File: src/rtl/ex_muldiv_unit.sv
// Iterative RV32M multiply/divide unit for the EX stage.
// Radix-2 shift-add multiply and restoring divide, one bit per cycle.
module ex_muldiv_unit #(
    parameter int XLEN = 32
) (
    input  logic            clk,
    input  logic            reset,
    input  logic            in_start,
    input  logic [2:0]      in_funct3,
    input  logic [XLEN-1:0] in_data_rs1,
    input  logic [XLEN-1:0] in_data_rs2,
    input  logic [4:0]      in_rd,
    input  logic            in_flush,
    output logic            out_stall,
    output logic            out_busy,
    output logic            out_valid,
    output logic [XLEN-1:0] out_result,
    output logic [4:0]      out_rd
);
    typedef enum logic [1:0] {IDLE, MUL, DIV, DONE} state_t;

    localparam logic [XLEN-1:0] MIN_INT = {1'b1, {(XLEN-1){1'b0}}};

    state_t state, state_nxt;
    logic [4:0] count;
    logic [2:0] op;
    logic [4:0] rd_q;
    logic neg_res, neg_rem, special;
    logic [XLEN-1:0] spec_q;
    logic [2*XLEN-1:0] acc, mcand, acc_nxt, prod;
    logic [XLEN-1:0] mplr, rem, quo, dvsr;

    logic fire, last, sgn_a, sgn_b, neg_a, neg_b;
    logic div_zero, div_ovf, ge;
    logic [XLEN-1:0] mag_a, mag_b, spec_val;
    logic [XLEN-1:0] rem_nxt, quo_nxt, mul_res, div_res;
    logic [XLEN:0] trial;

    assign fire = (state == IDLE) & in_start & ~in_flush;
    assign last = (count == 5'd31);

    assign sgn_a = (in_funct3 == 3'b001) | (in_funct3 == 3'b010)
                 | (in_funct3[2] & ~in_funct3[0]);
    assign sgn_b = (in_funct3 == 3'b001) | (in_funct3[2] & ~in_funct3[0]);
    assign neg_a = sgn_a & in_data_rs1[XLEN-1];
    assign neg_b = sgn_b & in_data_rs2[XLEN-1];
    assign mag_a = neg_a ? -in_data_rs1 : in_data_rs1;
    assign mag_b = neg_b ? -in_data_rs2 : in_data_rs2;

    assign div_zero = in_funct3[2] & (in_data_rs2 == '0);
    assign div_ovf  = in_funct3[2] & ~in_funct3[0]
                    & (in_data_rs1 == MIN_INT) & (in_data_rs2 == '1);

    always_comb begin
        spec_val = '0;
        if (div_zero)
            spec_val = in_funct3[1] ? in_data_rs1 : '1;
        else if (!in_funct3[1])
            spec_val = MIN_INT;
    end

    assign acc_nxt = acc + (mplr[0] ? mcand : '0);
    assign prod    = neg_res ? -acc_nxt : acc_nxt;
    assign mul_res = (op[1:0] == 2'b00) ? prod[XLEN-1:0] : prod[2*XLEN-1:XLEN];

    assign trial   = {rem, quo[XLEN-1]};
    assign ge      = trial >= {1'b0, dvsr};
    assign rem_nxt = ge ? trial[XLEN-1:0] - dvsr : trial[XLEN-1:0];
    assign quo_nxt = {quo[XLEN-2:0], ge};
    assign div_res = op[1] ? (neg_rem ? -rem_nxt : rem_nxt)
                           : (neg_res ? -quo_nxt : quo_nxt);

    always_ff @(posedge clk or negedge reset) begin
        if (!reset) state <= IDLE;
        else        state <= state_nxt;
    end

    // Special cases pass one cycle through DIV without iterating.
    always_comb begin
        state_nxt = state;
        if (in_flush) begin
            state_nxt = IDLE;
        end else begin
            case (state)
                IDLE:    if (in_start) state_nxt = in_funct3[2] ? DIV : MUL;
                MUL:     if (last) state_nxt = DONE;
                DIV:     if (last || special) state_nxt = DONE;
                DONE:    state_nxt = IDLE;
                default: state_nxt = IDLE;
            endcase
        end
    end

    always_comb begin
        out_busy  = (state != IDLE);
        out_valid = (state == DONE);
        out_stall = fire | (state == MUL) | (state == DIV);
    end

    always_ff @(posedge clk or negedge reset) begin
        if (!reset) begin
            count      <= '0;
            op         <= '0;
            rd_q       <= '0;
            neg_res    <= 1'b0;
            neg_rem    <= 1'b0;
            special    <= 1'b0;
            spec_q     <= '0;
            acc        <= '0;
            mcand      <= '0;
            mplr       <= '0;
            rem        <= '0;
            quo        <= '0;
            dvsr       <= '0;
            out_result <= '0;
            out_rd     <= '0;
        end else begin
            if ((state == MUL || state == DIV) && !last && !in_flush)
                count <= count + 5'd1;
            else
                count <= '0;
            if (fire) begin
                op      <= in_funct3;
                rd_q    <= in_rd;
                neg_res <= neg_a ^ neg_b;
                neg_rem <= neg_a;
                special <= div_zero | div_ovf;
                spec_q  <= spec_val;
                acc     <= '0;
                mcand   <= {{XLEN{1'b0}}, mag_b};
                mplr    <= mag_a;
                rem     <= '0;
                quo     <= mag_a;
                dvsr    <= mag_b;
            end
            if (state == MUL) begin
                acc   <= acc_nxt;
                mcand <= mcand << 1;
                mplr  <= mplr >> 1;
            end
            if (state == DIV) begin
                rem <= rem_nxt;
                quo <= quo_nxt;
            end
            if (state_nxt == DONE) begin
                out_rd <= rd_q;
                if (special)
                    out_result <= spec_q;
                else
                    out_result <= (state == MUL) ? mul_res : div_res;
            end
        end
    end
endmodule

File: config.mk
export PLATFORM = sky130hd
export DESIGN_NAME = ex_muldiv_unit
export DESIGN_NICKNAME = d
export VERILOG_FILES = /design/src/rtl/ex_muldiv_unit.sv
export SDC_FILE = /design/constraint.sdc
export NUM_CORES = 1
export LEC_CHECK = 0
export CELL_PAD_IN_SITES_DETAIL_PLACEMENT = 2
export CELL_PAD_IN_SITES_GLOBAL_PLACEMENT = 2
export CORE_ASPECT_RATIO = 0.8
export CORE_MARGIN = 10
export CORE_UTILIZATION = 30
export DETAILED_ROUTE_END_ITERATION = 10
export PLACE_DENSITY = 0.78
export SYNTH_ARGS = -nofsm -noshare
export SYNTH_HDL_FRONTEND = slang
export SYNTH_SLANG_ARGS = --single-unit
export TNS_END_PERCENT = 100
File: constraint.sdc
create_clock -name clk -period 4.9 [get_ports clk]
set_clock_uncertainty 0.05 [all_clocks]
set_input_delay 0.735 -clock clk [delete_from_list [all_inputs] [get_ports clk]]
set_output_delay 0.735 -clock clk [all_outputs]
set_load 0.02 [all_outputs]
==> impl_metrics.yaml <==
logic_synthesis:
  synth_top_area_share_pct: 31.26
  synth_simple_gate_area_share_pct: 25.07
  ys.warnings.count: 0
  synth-compound-area-share_pct: 25.22
  syn-num-nets: 3778
  synth_common_cells: "nand2_1, dfrtp_1, o21ai_0"
  postSynthCellCount: 3591
  synth_xor_area_share_pct: 6.590
  synth_fa_ha_area_share_pct: 5.128
  synthArstFlopShare_pct: 100.0
  synth_area_leaders: "dfrtp_1, nand2_1, o21ai_0, ha_1, a21oi_1"
  synth-edff-count: 0
  yosysTopAreaCell: "dfrtp_1"
  muxShareOfSynthArea_pct: 2.358
  yosysSeqAreaShare_pct: 31.26
  syn_avg_cell_area_um2: 7.624
  syn_area_um2: 27380
  synth_top_family_by_area: "compound AO/OA/AOI/OAI gates"
  ys_seq_elements: 342
  synth_most_common_cell: "nand2_1"
  ys_dominant_reg_cell: "dfrtp_1"
  ys_types: 93
routing:
  drtIter0Drc: 2743
  drt_wl_total_um: 141800
  vias: 30880
  post-route-drc-count: 0
  drtPass1Iterations: 5
  ant_nets: 0
  wl_per_cell_um: 26.83
  viasPerCell: 5.842
global_route:
  overflow: 0
  grt_pass1_wl_um: 209300
  grtUsageTotal_pct: 25.79
  grt_max_degree: 148
  grt_antenna_before_repair: 7
  grt_pass1_vias: 32120
place:
  hpwl_um: 105900
  io_buffer_count: 115
  dpl_cell_area_um2: 32930
  gp_congestion: 0.9425
  dp.cells: 5165
  dp_slack_ns: -0.2068
clock_network:
  cts_made_buffers: 44
  cts_hold_buf: 0
  cts_sinks: 342
  clock_latency_ns: 0.64
  cts_buffer_depth: 3
  cts-root-buf: "clkbuf_16"
  clk_pin_slew_worst_paths_ns: 0.07
  htree_levels: 2
  cts_tree: "done"
timing:
  finalCritPeriodShare_pct: 103.3
  slew_headroom_pct: 22.02
  max_freq_ghz: 0.1976
  finalHoldViolCount: 0
  setup-violations-final: 9
  rsz0062_at_grt: "yes"
  fin_crit_ns: 5.060
  layout_setup_ws_ns: -0.1597
  slew_viol_final: 0
  tns_ns: -0.4002
  worst_pin_slew_ns: 1.170
power:
  p_clk_share_pct: 16.4
  power.share.combinational_pct: 62.5
  p_leak_nw: 15.13
  p_int_mw: 11.57
  swShare_pct: 50.89
  seqPwrFrac_pct: 21.1
  vdd_drop_max_mv: 0.4033
  power_density_nw_per_um2: 655.2
  p_sw_mw: 11.99
floorplanning:
  start_util_pct: 30.15
  dieArea_um2: 103800
  fp-row-count: 99
  core_um2: 90800
  die_height_um: 290.2
  die_w_um: 357.7
  num_io_pins: 116
final_layout:
  drive_above_1_share_pct: 20.62
  utilization_pct: 39.62
  area_growth_pct: 31.39
  nFillCells: 10200
  nets: 4221
  final_area_um2: 35970
  layout.cells.non_filler: 5285
worst_setup_path:
  crit_type: "reg2reg"
  critPathLaunchType: "register"
  crit_required_ns: 5.38
  end_kind: "register"
  rrSetupSlack_ns: -0.16
  cp.arrival_ns: 5.54
  crit_path_max_fanout: 30
job:
  cap_violations: 0
hold_path:
  hp-class: "in2async"
status:
  failed_checks: "setup timing"
  status: "finished with violations"
## routing by layer
layer	wire length, um	GRT usage, %
met5	27	0
met3	9580	4.867
met1	65900	37.21
met4	3936	6.502
met2	62380	38.96
## layout by cell type (no fill, tap or decap), drive strengths merged, types with 39 or more instances in the layout
cell           netlist  routed
clkdlybuf4s50        0     114
buf                 48     516
nor4                40      40
nand4               65      65
inv                 75      78
nor2b               39      39
a21o                43      43
a21boi              41      41
mux2i               51      51
xnor2              115     115
ha                 109     109
o31ai              139     139
dfrtp              342     342
and2                89      89
clkbuf             185      61
or3                 52      52
nand2              641     641
a21oi              232     232
nand3               73      73
nor2               298     298
o21ai              356     356
nor3                81      81
xor2                91      91
## sequential cells by signal, summed over array words and instances (netlist names), 2 cells and up
name        count
op              2
out_result     32
spec_q         32
mcand          64
count           5
dvsr           32
rem            32
rd_q            5
acc            64
mplr           32
state           2
quo            32
out_rd          5
## cell type report
| type | count | area, um^2 | area share, % |
|---|---|---|---|
| repair buffers | 630 | 5204 | 14.47 |
| well taps | 1212 | 1516 | 4.216 |
| multi-input cells | 2940 | 18720 | 52.04 |
| diodes | 4 | 10.01 | 0.02783 |
| clock inverters | 20 | 392.9 | 1.092 |
| clock buffers | 61 | 1285 | 3.572 |
| flip-flops and latches | 342 | 8559 | 23.80 |
| inverters | 76 | 285.3 | 0.7931 |
## what timing repair did
item                       CTS  global route
pin swaps                    8            59
gates resized for setup     49           205
gates cloned                 0             0
setup endpoints to repair   29            30
setup buffers                3            32
## power groups by stage
stage	combinational [mW]	sequential, mW	clock, mW
after floorplan	7.43	4.52	0
after global placement	13.0	4.89	0
after detailed placement	13.4	4.94	0
after CTS	13.7	4.92	3.90
after global routing	15.7	5.06	4.01
final	14.7	4.97	3.86
## through the flow
stage               power, mW  hold WS, ns
finish                  23.57      0.07268
global route            24.80       0.1265
CTS                     22.52       0.1233
detailed placement      18.35       0.4088
global placement        17.87       0.3979
floorplan               11.95       0.3810
## path summary, 6_finish.rpt
kind                                from        endpoint  cells past startpoint
worst max-delay path             mplr[0]  out_result[17]                     20
worst min-delay path               reset         acc[22]                      1
worst max register to register   mplr[0]  out_result[17]                     20
worst min register to register  count[0]        count[0]                      1
max in group asynchronous          reset         neg_res                      2
min in group clk                count[0]        count[0]                      1
## cell families (layout without fill, tap and decap cells)
family                   Yosys count  after routing
adder cells (fa/ha/maj)          111            111
flip-flops                       342            342
buffers and inverters            309            787
AND/OR/NAND/NOR                 1481           1481
multiplexers                      63             63
other                              0              4
AO/OA/AOI/OAI                   1079           1079
XOR/XNOR                         206            206
## critical path, cell delays in order, from the launching register on
cell	delay, ns
dfrtp_1	0.43
buf_12	0.18
and2_1	0.15
ha_1	0.39
nand2_1	0.10
o21ai_0	0.48
a221oi_2	0.20
buf_4	0.18
buf_4	0.14
a21oi_1	0.19
a221oi_1	0.11
a2111oi_2	0.32
buf_4	0.19
nand3b_1	0.17
nor4_2	0.29
buf_4	0.18
nand4_1	0.21
buf_6	0.22
o311ai_0	0.49
a21oi_2	0.12
o22ai_1	0.18
Power figures use the tool's default switching activity.
